File: src/rtl/cnt_ring_pkg.sv
// Shared types and helpers for the ring/Johnson counter family.
// Codes are returned at CNT_MAX_N width; callers truncate to their own N.
package cnt_ring_pkg;

    typedef enum logic {
        RING    = 1'b0,
        JOHNSON = 1'b1
    } cnt_mode_e;

    localparam int CNT_DEF_N       = 4;
    localparam int CNT_DEF_JOHNSON = 0;
    localparam int CNT_MAX_N       = 32;

    typedef logic [CNT_MAX_N-1:0] cnt_code_t;

    function automatic int states_f(input int n, input cnt_mode_e mode);
        return (mode == JOHNSON) ? 2 * n : n;
    endfunction

    // Out-of-range indices map to state 0 so a bad load lands somewhere legal.
    function automatic cnt_code_t code_of_idx(input int idx, input int n, input cnt_mode_e mode);
        cnt_code_t code;
        int        k;
        code = '0;
        k    = (idx < 0 || idx >= states_f(n, mode)) ? 0 : idx;
        for (int b = 0; b < CNT_MAX_N; b++) begin
            if (b < n) begin
                if (mode == RING) begin
                    code[b] = (b == n - 1 - k);
                end else if (k <= n) begin
                    code[b] = (b >= n - k);
                end else begin
                    code[b] = (b < 2 * n - k);
                end
            end
        end
        return code;
    endfunction

endpackage

File: src/rtl/cnt_ring_decode.sv
// Combinational decode of a ring/Johnson code into index, legality and idle.
// IDLE and illegal codes decode to index 0.
module cnt_ring_decode #(
    parameter int N       = 4,
    parameter int JOHNSON = 0,
    parameter int IW      = $clog2(2 * N)
) (
    input  logic [N-1:0]  q,
    output logic [IW-1:0] idx,
    output logic          legal,
    output logic          is_idle
);
    import cnt_ring_pkg::*;

    localparam cnt_mode_e MODE   = (JOHNSON != 0) ? cnt_ring_pkg::JOHNSON : cnt_ring_pkg::RING;
    localparam int        STATES = states_f(N, MODE);

    cnt_code_t q_wide;

    assign q_wide  = cnt_code_t'(q);
    assign is_idle = (MODE == RING) && (q == '0);

    // At most one code can match, so the last-match-wins loop is unambiguous.
    always_comb begin
        idx   = '0;
        legal = 1'b0;
        for (int k = 0; k < STATES; k++) begin
            if (q_wide == code_of_idx(k, N, MODE)) begin
                idx   = IW'(k);
                legal = 1'b1;
            end
        end
        if (is_idle) begin
            legal = 1'b1;
        end
    end

endmodule

File: src/rtl/cnt_ring_n.sv
// Parametrised ring / Johnson shift counter with direction, indexed load and wrap pulse.
// Optional sticky illegal-code flag 'err' when CNT_RING_ERR_EN is defined.
module cnt_ring_n #(
    parameter int N       = 4,
    parameter int JOHNSON = 0,
    parameter int IW      = $clog2(2 * N)
) (
    input  logic          Clk,
    input  logic          resetn,
    input  logic          en,
    input  logic          dir,
    input  logic          load,
    input  logic [IW-1:0] load_idx,
    output logic [N-1:0]  q,
    output logic [IW-1:0] idx,
    output logic          wrap
`ifdef CNT_RING_ERR_EN
    ,
    output logic          err
`endif
);
    import cnt_ring_pkg::*;

    localparam cnt_mode_e      MODE     = (JOHNSON != 0) ? cnt_ring_pkg::JOHNSON : cnt_ring_pkg::RING;
    localparam int             STATES   = states_f(N, MODE);
    localparam logic [IW-1:0]  LAST     = IW'(STATES - 1);
    localparam logic [N-1:0]   Q_STATE0 = N'(code_of_idx(0, N, MODE));

    logic          legal;
    logic          is_idle;
    logic [N-1:0]  q_next;
    logic          wrap_next;
    logic [IW-1:0] step_idx;

    cnt_ring_decode #(
        .N       (N),
        .JOHNSON (JOHNSON),
        .IW      (IW)
    ) u_decode (
        .q       (q),
        .idx     (idx),
        .legal   (legal),
        .is_idle (is_idle)
    );

    // Stepping works on the decoded index and re-encodes, so both modes share one path.
    always_comb begin
        q_next    = q;
        wrap_next = 1'b0;
        step_idx  = idx;
        if (!legal) begin
            q_next = Q_STATE0;
        end else if (load) begin
            q_next = N'(code_of_idx(int'(load_idx), N, MODE));
        end else if (en) begin
            if (is_idle) begin
                q_next = Q_STATE0;
            end else begin
                if (!dir) begin
                    if (idx == LAST) begin
                        step_idx  = '0;
                        wrap_next = 1'b1;
                    end else begin
                        step_idx = idx + IW'(1);
                    end
                end else begin
                    if (idx == '0) begin
                        step_idx  = LAST;
                        wrap_next = 1'b1;
                    end else begin
                        step_idx = idx - IW'(1);
                    end
                end
                q_next = N'(code_of_idx(int'(step_idx), N, MODE));
            end
        end
    end

    always_ff @(posedge Clk or negedge resetn) begin
        if (!resetn) begin
            q    <= '0;
            wrap <= 1'b0;
        end else begin
            q    <= q_next;
            wrap <= wrap_next;
        end
    end

`ifdef CNT_RING_ERR_EN
    // Detection outranks load, so a simultaneous load cannot hide the event.
    always_ff @(posedge Clk or negedge resetn) begin
        if (!resetn) begin
            err <= 1'b0;
        end else if (!legal) begin
            err <= 1'b1;
        end else if (load) begin
            err <= 1'b0;
        end
    end
`endif

endmodule
File: config.mk
export PLATFORM = sky130hd
export DESIGN_NAME = cnt_ring_n
export DESIGN_NICKNAME = d
export VERILOG_FILES = /design/src/rtl/cnt_ring_pkg.sv /design/src/rtl/cnt_ring_decode.sv /design/src/rtl/cnt_ring_n.sv
export SDC_FILE = /design/constraint.sdc
export NUM_CORES = 1
export LEC_CHECK = 0
export CAP_MARGIN = 20
export CORE_MARGIN = 2
export CORE_UTILIZATION = 41
export DETAILED_ROUTE_END_ITERATION = 8
export PLACE_DENSITY = 0.69
export SLEW_MARGIN = 0
export SYNTH_ARGS = -nofsm -noshare
export SYNTH_HDL_FRONTEND = slang
export SYNTH_SLANG_ARGS = --single-unit
File: constraint.sdc
create_clock -name Clk -period 2 [get_ports Clk]
set_clock_uncertainty 0.15 [all_clocks]
set_input_delay 0.4 -clock Clk [delete_from_list [all_inputs] [get_ports Clk]]
set_output_delay 0.4 -clock Clk [all_outputs]
set_load 0.02 [all_outputs]
==> impl_metrics.tcl, run 1 <==
set metrics [dict create \
    outcome "finished, violations left" \
    violations "setup timing" \
    synth_fa_ha_area_share_pct 6.33 \
    synth.avg_cell_area_sq_um 8.92 \
    slowest_delay_ns 0.46 \
    antenna_found_initial 0 \
    power.leakage_nw 0.375 \
    cts_tree "built" \
    fin_total_pwr_w 0.000961 \
    synth_fp_nets 72 \
    grt_pass1_wl_um 2000 \
    track_usage_pct 18.7 \
    ys_seq_elements 5 \
    via_count 554 \
    register_area_sq_um 128 \
    gp_congestion 0.842 \
    pre_cts_ws_ns -0.201 \
    min_path_type "in -> async" \
    synth_edf_count 0 \
    vias_per_cell 5.38 \
    synth_compound_gate_area_share_pct 24.4 \
    pin_count 16 \
    period_share_pct 108 \
    hold_viol 0 \
    power-per-cell-area_nw_per_um2 1100 \
    start_util_pct 43.0 \
    wl_per_cell_um 12.5 \
    start_kind "flop" \
    crit_chain "xnor2_2 -> or3_4 -> ha_4 -> nand2b_4 -> o221a_4 -> o211ai_2 -> a21oi_2 -> a21o_1" \
    cap_violations 0 \
    reg2regPathDepth 8 \
    drt-total-wl_um 1290 \
    cp-end-kind "flop" \
    maxSlewViolCount 0 \
    yosys_warnings 0 \
    synthSimpleGateAreaFrac_pct 30.3 \
    die_w_um 40.7 \
    antenna_cells 0 \
    ys_types 41 \
    n_fill_cell 98 \
    clock_latency_ns 0.24 \
    r2r-start "q[0]$_DFFE_PN0P_" \
    cts_sinks 5 \
    drt_iter0_drc 9 \
    root_buffer "clkbuf_4" \
    synth_top_area_share_pct 22.6 \
    whs_ns 0.225 \
    worstPathMaxFanout 3 \
    synth_area_sq_um 553 \
    arrival_ns 2.13 \
    yosysSeqAreaShare_pct 22.6 \
    postRouteAntennaNets 0 \
    slowest_stage "dfrtp_2" \
    die_area_sq_um 1660 \
    remaining_drc_errors 0 \
    syn2layout_area_growth_pct 57.5 \
    portBuffers 14 \
    multi_input_area_sq_um 455 \
    synthCells 62 \
    die_h_um 40.7 \
    dr.pass1.iters 4 \
    grt_pass1_vias 493 \
    synth_mux_area_share_pct 2.04 \
    grt_max_degree 11 \
    synth_top_family_by_area "simple AND/OR/NAND/NOR gates" \
    async_flop_share_pct 100 \
    cts_buffers 3 \
    r2r_slack_ns -0.15 \
    crit_end "q[0]$_DFFE_PN0P_" \
    synthTopCellsByArea "dfrtp_1 23%, ha_1 4.5%, nor2b_1 4.5%" \
    period_minus_slack_ns 2.15 \
    drive_gt1_share_pct 42.0 \
    final.setup.worst_slack_ns -0.151 \
    core-area_sq_um 1280 \
    synth_top_cell_by_area "dfrtp_1" \
    h-tree-depth 1 \
    startpoint "q[0]$_DFFE_PN0P_" \
    r2r-end "q[0]$_DFFE_PN0P_" \
    cts_hold_buf 0 \
    timing.fmax_mhz 465 \
    ir_drop_v 0.000447 \
    rsz0062_at_grt "true" \
    synth-xor-area-share_pct 3.17 \
    path_clk_slew_ns 0.05 \
    row_count 13 \
    synth_flop_cell "dfrtp_1" \
    nets 99 \
    cp.required_ns 1.98 \
    cts.path.max_buffers 2 \
    grt_overflow 0 \
    dp_hpwl_um 1010 \
    setup_viol 5 \
    crit_type "reg -> reg" \
]
-- final cells by class --
class,count,area share (%)
flip-flops and latches,5,14.7
multi-input cells,50,52.3
well taps,15,2.16
clock buffers,4,3.02
inverters,2,0.862
repair buffers,27,27.0
-- Yosys cell counts (all sizes together) (2+ instances only) --
master / count
dfrtp: 5
nand3b: 2
buf: 5
nand2: 2
a21oi: 4
nor2: 4
and3b: 2
xnor2: 2
ha: 2
nor2b: 4
o21ai: 6
inv: 2
or3: 2
-- state kept, by name, summed over array words and instances, names as in the netlist --
| register | flops |
|---|---|
| q | 4 |
| wrap | 1 |
-- placed cells by master, fill, tap and decap left out, types with 2 or more instances in the layout --
cell and instances:
buf_4 13, clkdlybuf4s50_1 9, nor2_1 4, o21ai_0 4, nor2b_1 4, a21oi_1 3
clkbuf_4 3, dlygate4sd2_1 3, dfrtp_1 3, nand3b_1 2, and3b_1 2, ha_4 2
dfrtp_2 2
-- power by group --
| group | switching, W | total [W] | leakage (nW) | internal [W] |
|---|---|---|---|---|
| sequential | 0.0000361 | 0.000166 | 0.0620 | 0.000130 |
| combinational | 0.000325 | 0.000679 | 0.298 | 0.000354 |
| clock | 0.0000415 | 0.000117 | 0.0150 | 0.0000754 |
-- cells by family (layout without fill, tap and decap cells) --
family / after synthesis / after routing
XOR/XNOR: 2 / 2
AND/OR/NAND/NOR: 24 / 24
other: 1 / 1
adder cells (fa/ha/maj): 3 / 3
buffers and inverters: 7 / 33
AO/OA/AOI/OAI: 19 / 19
flip-flops: 5 / 5
multiplexers: 1 / 1
-- metrics by stage --
stage	area, sq um	TNS [ns]	instances	utilization (%)
global placement	779	-0.477	97	60.7
global route	871	-0.840	103	67.8
CTS	828	-0.374	102	64.5
detailed placement	779	-0.583	97	60.7
floorplan	594	-0.870	62	-
finish	871	-0.459	103	67.8
-- what timing repair did --
| action | CTS | global route |
|---|---|---|
| setup endpoints to repair | 9 | 6 |
| pin swaps | 2 | 1 |
| resized for setup | 11 | 7 |
| setup buffers | 1 | 1 |
-- layer usage --
metal  wire length [um]  vias up  GRT usage (%)
met1                557      253           22.2
met5                  0        -              0
li1                   -      277              -
met3                 83        2           8.70
met2                626       22           31.3
met4                 21        0           2.50
-- worst max-delay path, delay by kind of cell (launching register included) --
kind	cells	cell delay (ns)
DFF	1	0.46
AOI/OAI and AO/OA	4	0.59
and+or+nand+nor	2	0.51
xor gates and xnor gates	1	0.15
adders and majority gates	1	0.18
-- worst min path at each step --
stage / start / to / slack [ns] / cells past startpoint
floorplan: resetn / q[0]$_DFFE_PN0P_ / -0.05 / 0
finish: resetn / q[3]$_DFFE_PN0P_ / 0.23 / 1
CTS: resetn / q[3]$_DFFE_PN0P_ / 0.23 / 1
global placement: resetn / q[3]$_DFFE_PN0P_ / 0.48 / 1
detailed placement: resetn / q[3]$_DFFE_PN0P_ / 0.48 / 1
global route: resetn / wrap$_DFF_PN0_ / 0.23 / 1
Note: power is estimated with default switching activity, not from simulation.
==> run 2: changes to the inputs <==
--- a/config.mk
+++ b/config.mk
@@ -6,7 +6,7 @@
 export NUM_CORES = 1
 export LEC_CHECK = 0
 export CAP_MARGIN = 20
-export CORE_MARGIN = 2
+export CORE_MARGIN = 5
 export CORE_UTILIZATION = 41
 export DETAILED_ROUTE_END_ITERATION = 8
 export PLACE_DENSITY = 0.69
==> impl_metrics.tcl, run 2 (same netlist as run 1, synthesis figures left out) <==
set metrics [dict create \
    cp.required_ns 1.98 \
    vias_per_cell 5.43 \
    timing.fmax_mhz 466 \
    die_area_sq_um 2180 \
    h-tree-depth 1 \
    path_clk_slew_ns 0.04 \
    route.met2.wl_um 672 \
    syn2layout_area_growth_pct 56.8 \
    drt_iter0_drc 15 \
    antenna_cells 0 \
    layout_commonest_cell "buf_4" \
    track_usage_pct 15.4 \
    root_buffer "clkbuf_4" \
    cts_tree "built" \
    maxSlewViolCount 0 \
    setup_viol 4 \
    die_w_um 46.7 \
    final_cell_mix "12 x buf_4, 9 x clkdlybuf4s50_1" \
    power-per-cell-area_nw_per_um2 1100 \
    dp_hpwl_um 1080 \
    nets 98 \
    largest_reg_flops 4 \
    top_regs "q x4, wrap x1" \
    final.setup.worst_slack_ns -0.147 \
    cp-end-kind "flop" \
    antenna_found_initial 0 \
    cts_hold_buf 0 \
    start_util_pct 43.0 \
    cts_buffers 3 \
    start_kind "flop" \
    power.leakage_nw 0.376 \
    core-area_sq_um 1280 \
    cts.path.max_buffers 2 \
    largest_register "q" \
    grt_overflow 0 \
    ir_drop_v 0.000584 \
    met3_length_um 106 \
    period_share_pct 107 \
    pin_count 16 \
    min_path_type "in -> async" \
    portBuffers 14 \
    cap_violations 0 \
    crit_type "reg -> reg" \
    clock_latency_ns 0.24 \
    final.setup.tns_ns -0.394 \
    worstPathMaxFanout 4 \
    remaining_drc_errors 0 \
    die_h_um 46.7 \
    rsz0062_at_grt "true" \
    grt_max_degree 9 \
    outcome "finished, violations left" \
    fin_total_pwr_w 0.000954 \
    row_count 13 \
    top_layer "met4" \
    via_count 554 \
    violations "setup timing" \
    grt_pass1_vias 557 \
    wl_per_cell_um 13.0 \
    hold_viol 0 \
    met1_length_um 540 \
    postRouteAntennaNets 0 \
    period_minus_slack_ns 2.15 \
    cts_sinks 5 \
    drt-total-wl_um 1320 \
    drive_gt1_share_pct 41.4 \
    gp_congestion 0.874 \
    dr.pass1.iters 4 \
    arrival_ns 2.13 \
    grt_pass1_wl_um 2350 \
]
[run 2: cell types whose count changed in the layout (fill, tap and decap cells not counted)]
| cell | before | now |
|---|---|---|
| inv_1 | 1 | 2 |
| clkdlybuf4s15_1 | 1 | 0 |
| xnor2_2 | 1 | 0 |
| inv_2 | 1 | 0 |
| a21oi_1 | 3 | 1 |
| nand2_2 | 1 | 0 |
| dlygate4sd2_1 | 3 | 4 |
| buf_4 | 13 | 12 |
| nand2_4 | 0 | 1 |
| xnor2_1 | 0 | 1 |
| a21oi_2 | 1 | 3 |
[run 2: worst max-delay path, cell delays in order, from the launching register on]
cell	delay, ns
dfrtp_2	0.45
xnor2_1	0.14
or3_4	0.37
ha_4	0.18
nand3b_1	0.22
o221a_4	0.16
o211ai_2	0.17
a21oi_2	0.04
a21o_1	0.15
[run 2: layer usage]
layer  global-route usage, %  vias to the layer above
li1                        -                      281
met1                    20.0                      243
met2                    24.7                       28
met3                    4.69                        2
met4                    4.42                        0
met5                       0                        -
[run 2: area by class of cell]
cell class | count | area [sq um]
inverters | 2 | 7.51
fillers | 109 | 418
clock buffers | 4 | 26.3
multi-input cells | 50 | 460
repair buffers | 26 | 226
flip-flops and latches | 5 | 128
well taps | 15 | 18.8
[run 2: through the flow]
stage	cell area (sq um)	cells	setup WS (ns)	util (%)	hold slack [ns]
floorplan	594	62	-0.330	-	-0.0456
global placement	779	97	-0.178	60.7	0.481
detailed placement	779	97	-0.194	60.7	0.483
CTS	863	102	-0.145	67.2	0.227
global route	867	102	-0.243	67.5	0.230
finish	867	102	-0.147	67.5	0.230
[run 2: where the power goes]
group	switching, W	internal (W)	total [W]
Sequential	0.0000311	0.000130	0.000161
Clock	0.0000383	0.0000752	0.000114
Combinational	0.000334	0.000346	0.000680
[run 2: repair_timing]
item	CTS	global route
endpoints found under the hold margin	0	0
gates resized for setup	14	4
buffers inserted	1	0
setup endpoints to repair	9	5
pin swaps	6	1
[run 2: path summary, 6_finish.rpt]
path | start | end | slack, ns | cells after the start
max | q[0]$_DFFE_PN0P_ | q[0]$_DFFE_PN0P_ | -0.15 | 8
min | resetn | q[3]$_DFFE_PN0P_ | 0.23 | 1
max reg2reg | q[0]$_DFFE_PN0P_ | q[0]$_DFFE_PN0P_ | -0.15 | 8
min reg2reg | q[1]$_DFFE_PN0P_ | q[1]$_DFFE_PN0P_ | 0.66 | 3
max in group asynchronous | resetn | q[0]$_DFFE_PN0P_ | 1.26 | 1
min in group Clk | q[1]$_DFFE_PN0P_ | q[1]$_DFFE_PN0P_ | 0.66 | 3
